<file path="src/rtl/ldl_round_dispatch.sv">
// Round-robin scatter: one valid/ready source stream is dealt across
// REQ_WIDTH sink lanes, one beat per lane in rotating order, through a single
// registered output stage (1-cycle latency, one beat per cycle when the
// target lanes are ready). Lanes join or leave the rotation through lane_en.
//
// Handshake: a beat moves on a rising clk edge when valid & ready are both
// high on that interface. The source side uses s_valid/s_ready. Each sink lane
// i uses m_valid[i]/m_ready[i]. At most one m_valid bit is high, and it is
// always the bit selected by m_bin. While a beat is offered, m_valid, m_data
// and m_bin stay stable until the target lane accepts the beat. s_ready does
// not depend on s_valid.
module ldl_round_dispatch #(
  parameter int BIN_WIDTH  = 3,
  parameter int REQ_WIDTH  = 1 << BIN_WIDTH,
  parameter int DATA_WIDTH = 8
) (
  input  logic                  clk,
  input  logic                  rst_n,
  input  logic                  s_valid,
  output logic                  s_ready,
  input  logic [DATA_WIDTH-1:0] s_data,
  input  logic [REQ_WIDTH-1:0]  lane_en,
  output logic [REQ_WIDTH-1:0]  m_valid,
  input  logic [REQ_WIDTH-1:0]  m_ready,
  output logic [DATA_WIDTH-1:0] m_data,
  output logic [BIN_WIDTH-1:0]  m_bin
);

  logic                 busy;
  logic                 done;
  logic                 accept;
  logic [BIN_WIDTH-1:0] next_bin;
  logic [BIN_WIDTH-1:0] low_any;
  logic [BIN_WIDTH-1:0] low_above;
  logic                 any_above;

  // Pick the next lane. Scanning from the top down leaves the lowest enabled
  // index in low_any and the lowest enabled index above m_bin in low_above.
  // When no enabled lane lies above m_bin, the rotation wraps to low_any.
  always_comb begin
    low_any   = '0;
    low_above = '0;
    any_above = 1'b0;
    for (int i = REQ_WIDTH - 1; i >= 0; i--) begin
      if (lane_en[i]) begin
        low_any = BIN_WIDTH'(i);
        if (BIN_WIDTH'(i) > m_bin) begin
          low_above = BIN_WIDTH'(i);
          any_above = 1'b1;
        end
      end
    end
    next_bin = any_above ? low_above : low_any;
  end

  // Ready bits of idle lanes are ignored. A beat finishing on this edge frees
  // the stage for a new beat on the same edge.
  always_comb begin
    busy    = |m_valid;
    done    = busy & m_ready[m_bin];
    s_ready = (|lane_en) & (~busy | done);
    accept  = s_valid & s_ready;
  end

  // Output stage. An accepted beat replaces the previous one. A finished beat
  // with nothing to replace it clears valid and leaves data and bin in place.
  always_ff @(posedge clk) begin
    if (!rst_n) begin
      m_valid <= '0;
      m_data  <= '0;
      m_bin   <= '1;
    end else if (accept) begin
      m_data  <= s_data;
      m_bin   <= next_bin;
      m_valid <= {{(REQ_WIDTH-1){1'b0}}, 1'b1} << next_bin;
    end else if (done) begin
      m_valid <= '0;
    end
  end

endmodule

</file>
<file path="config.mk">
export PLATFORM = sky130hd
export DESIGN_NAME = ldl_round_dispatch
export DESIGN_NICKNAME = d
export VERILOG_FILES = /design/src/rtl/ldl_round_dispatch.sv
export SDC_FILE = /design/constraint.sdc
export NUM_CORES = 1
export LEC_CHECK = 0
export ABC_AREA = 0
export CAP_MARGIN = 20
export CORE_MARGIN = 2
export CORE_UTILIZATION = 45
export CTS_CLUSTER_DIAMETER = 120
export DETAILED_ROUTE_END_ITERATION = 6
export PLACE_DENSITY = 0.84
export SYNTH_ARGS = -nofsm -noshare
export SYNTH_HDL_FRONTEND = slang
export SYNTH_SLANG_ARGS = --single-unit
</file>
<file path="constraint.sdc">
create_clock -name clk -period 3.85 [get_ports clk]
set_input_delay 0.5775 -clock clk [delete_from_list [all_inputs] [get_ports clk]]
set_output_delay 0.5775 -clock clk [all_outputs]
set_load 0.03 [all_outputs]
</file>
==> flow_metrics.tcl <==
set metrics [dict create \
    status "complete, no violations" \
    clock_sink_count 19 \
    vias 1186 \
    synth_edf_count 0 \
    core_um2 2430 \
    min_period_ns 3.28 \
    worst_r2r_endpoint "m_valid[3]" \
    path_max_fanout 14 \
    p_per_area_nw_per_um2 751 \
    syn2layout_area_growth_pct 44.4 \
    avgRoutedWirePerCell_um 14.4 \
    end_kind "output pin" \
    synth_ff_type "dfxtp_1" \
    num_rows 18 \
    antenna_found_initial 0 \
    cts_tree "built" \
    dr.pass1.iters 4 \
    wirelength_um 2960 \
    drt_iter0_drc 32 \
    synth.largest_area_cell "dfxtp_1" \
    ant_nets 0 \
    slew_headroom 0.442 \
    met2_length_um 1510 \
    drt-met1-wl_um 1170 \
    finalWeightedCongestion 0.832 \
    first_global_vias 1155 \
    htree_levels 1 \
    die-width_um 54.0 \
    endpoint "s_ready" \
    die_area_um2 2920 \
    startpoint "m_bin[1]" \
    drc 0 \
    clk_latency_ns 0.30 \
    io_buffer_count 46 \
    worstSetupPathType "flip-flop to output pin" \
    whs_ns 0.502 \
    slew_violations 0 \
    ys_ff_latch 19 \
    synth_fa_ha_area_frac 0 \
    fmax_ghz 0.305 \
    grt.total_usage 0.226 \
    peakVddDrop_mv 0.479 \
    p_leak_nw 0.615 \
    synth_fp_nets 158 \
    hold_depth 2 \
    synth_top_area_share 0.338 \
    die_height_um 54.0 \
    r2r_cells 6 \
    setup_slack_ns 0.568 \
    io_pins 47 \
    fin_crit_sh 0.852 \
    postSynthAreaPerCell_um2 8.59 \
    post-cts-setup-buffers 0 \
    root_buffer "clkbuf_4" \
    r2r-start "m_bin[1]" \
    fin_worst_skew_ns 0.00593 \
    dp.final_hpwl_um 2250 \
    synth_compound_area_frac 0.227 \
    async_flop_share 0 \
    cp.required_ns 3.27 \
    ys_warn_count 0 \
    crit_arrival_ns 2.70 \
    synth_top_family_by_area "simple AND/OR/NAND/NOR gates" \
    fin_util 0.668 \
    fillCellCount 212 \
    timing.setup.tns_ns 0 \
    overflow 0 \
    initial_core_util 0.462 \
    top_layer "met4" \
    hold_viol 0 \
    hold_path_class "flip-flop to flip-flop" \
    p_total_mw 1.22 \
    synth_area_um2 1120 \
    synth_cell_types 43 \
    clk_path_buf_depth 2 \
    grt_first_pass_wirelength_um 4800 \
    worst-slew-pin-transition_ns 0.824 \
    avgViaCountPerCell 5.76 \
    startpoint_type "flip-flop" \
    synthMuxAreaShare 0.120 \
    ys_top_cells_by_area "dfxtp_1, mux2i_1, nor2_1" \
    netlist_instances 131 \
    fin_nets 204 \
    rsz0062_at_grt "false" \
    synthXorXnorAreaFrac 0 \
    layout-drive-gt1-share 0.0852 \
    wl_met3_um 206 \
    antenna_cells 0 \
    max_cap_violations 0 \
    numCtsBuffers 3 \
    setup_viol 0 \
    holdBufCountCts 0 \
    yosysSeqAreaShare 0.338 \
    r2r_slack_ns 1.59 \
    cts-resized-gates 0 \
    clk_pin_slew_worst_paths_ns 0.11 \
    synthSimpleGateAreaFrac 0.271 \
    grt_max_degree 15 \
    pre_cts_ws_ns 0.581 \
]
==> kinds of logic (layout without fill, tap and decap cells) <==
| kind of cell | after synthesis | in the layout |
|---|---|---|
| compound gates | 34 | 34 |
| flops | 19 | 19 |
| simple gates | 56 | 56 |
| buf+inv | 10 | 55 |
| mux | 12 | 12 |
==> metal layers <==
layer	GRT usage	vias to the layer above
met3	0.0361	6
met2	0.402	55
met5	0	-
li1	-	577
met1	0.252	548
met4	0.129	0
==> layout make-up <==
| type | count | area (um^2) | area share |
|---|---|---|---|
| flip-flops and latches | 19 | 380 | 0.234 |
| clock buffers | 3 | 22.5 | 0.0139 |
| inverters | 4 | 15.0 | 0.00924 |
| multi-input cells | 102 | 696 | 0.428 |
| clock inverters | 1 | 5.00 | 0.00308 |
| well taps | 30 | 37.5 | 0.0231 |
| repair buffers | 47 | 468 | 0.288 |
==> cell usage in the layout (no fill, tap or decap), types with 3 or more instances in the layout <==
cell type | netlist | layout
nand2b_1 | 5 | 5
nor2b_1 | 3 | 3
mux2i_1 | 9 | 9
a22o_1 | 4 | 4
nor2_1 | 20 | 20
inv_1 | 4 | 4
nand2_1 | 10 | 10
clkdlybuf4s50_1 | 0 | 46
clkbuf_4 | 0 | 3
o21ai_0 | 5 | 5
a21oi_1 | 5 | 5
dfxtp_1 | 19 | 19
and2_1 | 3 | 3
==> worst max-delay path, cell delays in order, from the launching register on <==
cell and delay, ns:
dfxtp_1 0.60, mux2_1 0.36, a222oi_1 0.37, and2_1 0.38, nor2_1 0.09, clkdlybuf4s50_1 0.60
==> report_power, final <==
group	internal (mW)	leakage (nW)	switching, mW
logic	0.360	0.442	0.428
clock network	0.0387	0.0177	0.0632
registers	0.254	0.156	0.0762
total	0.652	0.615	0.567
==> worst min-delay path by stage <==
| stage | to | from |
|---|---|---|
| 4_1_cts | m_valid[4] | m_valid[4] |
| 3_5_place_dp | m_data[0] | m_data[0] |
| 6_report | m_valid[4] | m_valid[4] |
| 2_1_floorplan | m_valid[6] | m_valid[6] |
| 3_3_place_gp | m_data[0] | m_data[0] |
| 5_1_grt | m_valid[6] | m_valid[6] |
==> flip-flops by register name, summed over array words and instances (netlist names) <==
| signal | flops |
|---|---|
| m_bin | 3 |
| m_data | 8 |
| m_valid | 8 |
==> through the flow <==
step | cell area, um^2 | instances
2_1_floorplan | 1120 | 131
3_3_place_gp | 1600 | 202
3_5_place_dp | 1600 | 202
4_1_cts | 1620 | 206
5_1_grt | 1620 | 206
6_report | 1620 | 206
==> synthesized netlist by cell type (all sizes together) (2+ instances only) <==
cell and instances:
nor2 20, dfxtp 19, nand2 10, mux2i 9, a21oi 7, o21ai 6, nand2b 5, a22o 4
inv 4, and2 3, buf 3, clkbuf 3, nand4 3, nor2b 3, a211o 2, a21boi 2
a32o 2, mux2 2, nand3 2, nor3 2, nor4 2, o21bai 2, o2bb2ai 2, or4 2
(Power assumes the default switching activity.)
==> patch 1, RTL diff (config.mk and constraints unchanged) <==
Make the reset (`rst_n`) asynchronous in one clocked block.
--- a/src/rtl/ldl_round_dispatch.sv
+++ b/src/rtl/ldl_round_dispatch.sv
@@ -64,7 +64,7 @@
 
   // Output stage. An accepted beat replaces the previous one. A finished beat
   // with nothing to replace it clears valid and leaves data and bin in place.
-  always_ff @(posedge clk) begin
+  always_ff @(posedge clk or negedge rst_n) begin
     if (!rst_n) begin
       m_valid <= '0;
       m_data  <= '0;
Behaviour: differs if rst_n is asserted again (counterexample within 4 cycles, from zero or initial values and one cycle with rst_n low); with rst_n held inactive, the same outputs for 10 cycles.
==> patch 1 against the unedited design <==
Sequential cell count stayed put. Power is 32% higher. Cell area is 1.3% higher. Core utilization is 0.25 points higher. Synthesized cell count is 20% lower. Synthesized area is 3.4% higher. Routed wire length is 3.3% lower. Setup slack better by 0.074 ns.
==> patch 1: results <==
export IMPL_status="finished, final reports clean"
export IMPL_ys_seq_area_frac=0.412
export IMPL_syn_num_nets=132
export IMPL_wl_met3_um=293
export IMPL_wire_per_inst_um=15.9
export IMPL_use_met1=0.218
export IMPL_synthFlopType="dfrtp_1"
export IMPL_maxSlewHeadroom=0.459
export IMPL_synthCells=105
export IMPL_grt_pass1_vias=1015
export IMPL_via_count=1065
export IMPL_buf_share=0.280
export IMPL_dpl_cell_area_um2=1620
export IMPL_path_max_fanout=13
export IMPL_vdd_drop_max_mv=0.757
export IMPL_nNonClkInverters=3
export IMPL_met2_length_um=1370
export IMPL_dp_final_hpwl_um=2180
export IMPL_synth_area_mux_share=0.163
export IMPL_fin_area_um2=1650
export IMPL_register_area_um2=479
export IMPL_drive_above_1_share=0.160
export IMPL_async_flop_share=1.00
export IMPL_synthDistinctLibCells=36
export IMPL_place_congestion=0.885
export IMPL_cp_arrival_ns=2.63
export IMPL_powerComb_mw=1.09
export IMPL_grt_use_met3=0.0601
-- patch 1: cell families after synthesis --
kind of cell | Yosys count
AOI/OAI and AO/OA | 35
buffers and inverters | 8
DFF | 19
muxes | 14
and+or+nand+nor | 29
-- patch 1: per-stage QoR --
step	worst slack (ns)	power, mW
final	0.642	1.61
after global routing	0.540	1.70
after CTS	0.615	1.62
after detailed placement	0.736	1.51
after global placement	0.762	1.48
after floorplan	1.37	1.21
-- patch 1: path summary, 6_finish.rpt --
| kind | startpoint | end | slack [ns] | cells past startpoint |
|---|---|---|---|---|
| setup / recovery | m_bin[0] | s_ready | 0.64 | 5 |
| hold / removal | m_data[4] | m_data[4] | 0.52 | 1 |
| setup reg to reg | m_bin[0] | m_valid[2] | 1.40 | 6 |
| min in group asynchronous | rst_n | m_valid[4] | 0.73 | 1 |
| max in group asynchronous | rst_n | m_valid[6] | 2.61 | 1 |
| hold reg to reg | m_data[4] | m_data[4] | 0.52 | 1 |
==> patch 2, RTL diff (same flow settings) <==
Made on the original files. The parameter `BIN_WIDTH` goes from 3 to 2.
--- a/src/rtl/ldl_round_dispatch.sv
+++ b/src/rtl/ldl_round_dispatch.sv
@@ -10,7 +10,7 @@
 // and m_bin stay stable until the target lane accepts the beat. s_ready does
 // not depend on s_valid.
 module ldl_round_dispatch #(
-  parameter int BIN_WIDTH  = 3,
+  parameter int BIN_WIDTH  = 2,
   parameter int REQ_WIDTH  = 1 << BIN_WIDTH,
   parameter int DATA_WIDTH = 8
 ) (
Ports: changed (resized lane_en, m_bin, m_ready and m_valid); port bits go from 47 to 34. No check against the original RTL was run, so the function may have changed too.
==> patch 2 against the unedited design <==
Clock power is 4% higher. Cell area is 35% lower. Sequential cell count is 5 lower. Routed wire length is 45% lower. Power is 66% lower. Setup slack better by 0.35 ns. Synthesized area is 36% lower. Combinational power is 82% lower. Count of clock-buffer cells in the layout is 1 higher. Synthesized cell count is 35% lower. Sequential power is 48% lower. Largest power group is now sequential cells.
==> patch 2: results <==
export IMPL_p_leak_nw=0.417
export IMPL_path_delay_family="buffers and inverters"
export IMPL_top_layer_used="met3"
export IMPL_path_max_fanout=6
export IMPL_m1WireLength_um=761
export IMPL_pre_cts_slack_ns=0.910
export IMPL_numCtsBuffers=3
export IMPL_netlist_top_cells_count="15 x nand2_1, 14 x dfxtp_1, 9 x o21ai_0, 8 x nand3_1, 5 x nor2_1"
export IMPL_portBuffers=33
export IMPL_wl_met3_um=96
export IMPL_synthTopCellsByArea="dfxtp_1 39%, nand2_1 7.8%, o21ai_0 6.3%, nand3_1 5.6%, buf_6 4.7%"
export IMPL_nNetsFinal=136
export IMPL_p_sw_mw=0.139
export IMPL_yosys_warnings=0
export IMPL_dr_pass1_iters=4
export IMPL_drt_iter0_drc=11
export IMPL_maxSlewViolCount=0
export IMPL_crit_path_top_delay_cell="clkdlybuf4s50_1"
export IMPL_grt_use_total=0.189
export IMPL_ctsResizeCount=0
export IMPL_cts_htree_levels=1
export IMPL_clock_latency_ns=0.28
export IMPL_status="finished, final reports clean"
export IMPL_ys_seq_area_frac=0.390
export IMPL_synth_edf_count=0
export IMPL_n_antenna_cell=0
export IMPL_synthDistinctLibCells=29
export IMPL_cts_root_buf="clkbuf_4"
export IMPL_maxSlewHeadroom=0.442
export IMPL_vdd_drop_max_mv=0.212
export IMPL_grt_pass1_wl_um=2790
export IMPL_grt_pass1_vias=665
export IMPL_drive_above_1_share=0.0690
export IMPL_totalWireLength_um=1630
export IMPL_cts_setup_buffers=0
export IMPL_async_flop_share=0
export IMPL_use_met1=0.259
export IMPL_dp_final_hpwl_um=1200
export IMPL_clock_skew_ns=0.00271
export IMPL_reg_top3="m_data (8), m_valid (4), m_bin (2)"
export IMPL_via_count=712
export IMPL_clk_pin_slew_ns=0.09
export IMPL_grt_use_met2=0.294
export IMPL_critPathMaxStageDelay_ns=0.60
export IMPL_met2_length_um=767
export IMPL_nFillCells=122
export IMPL_syn_num_nets=104
export IMPL_place_congestion=0.799
export IMPL_clk_path_buf_depth=2
export IMPL_cp_arrival_ns=2.36
export IMPL_grt_use_met3=0.0458
export IMPL_grt_max_degree=27
patch 2: stage by stage:
stage                     cell area, um^2  instances
after floorplan                       718         85
after global placement               1020        128
after detailed placement             1020        128
after CTS                            1060        132
after global routing                 1060        132
final                                1060        132
patch 2: logic make-up after synthesis:
logic type | Yosys count | share of synthesized area
AOI/OAI and AO/OA | 25 | 0.261
muxes | 1 | 0.0314
DFF | 14 | 0.390
and+or+nand+nor | 36 | 0.235
buffers and inverters | 9 | 0.0819
patch 2: power by group through the flow:
| stage | clock network (mW) | registers, mW | logic (mW) |
|---|---|---|---|
| global placement | 0 | 0.173 | 0.142 |
| global route | 0.113 | 0.172 | 0.156 |
| CTS | 0.108 | 0.170 | 0.145 |
| detailed placement | 0 | 0.173 | 0.145 |
| floorplan | 0 | 0.197 | 0.0676 |
| finish | 0.106 | 0.170 | 0.145 |
patch 2: path summary, 6_finish.rpt:
path	slack (ns)	startpoint	cells past startpoint	end
worst max register to register	1.98	m_bin[0]	4	m_bin[0]
worst min-delay path	0.47	m_data[7]	2	m_data[7]
worst min register to register	0.47	m_data[7]	2	m_data[7]
worst max-delay path	0.92	m_ready[2]	5	s_ready
patch 2: layout make-up:
| type | count | area, um^2 | share of cell area |
|---|---|---|---|
| inverters | 3 | 11.3 | 0.0107 |
| well taps | 16 | 20.0 | 0.0189 |
| repair buffers | 33 | 330 | 0.312 |
| flip-flops and latches | 14 | 280 | 0.265 |
| clock buffers | 4 | 36.3 | 0.0343 |
| multi-input cells | 62 | 379 | 0.359 |
patch 2: tightest hold or removal path: stages (launching register included):
cell and delay [ns]:
dfxtp_1 0.32, nand3_1 0.05, o21ai_0 0.06
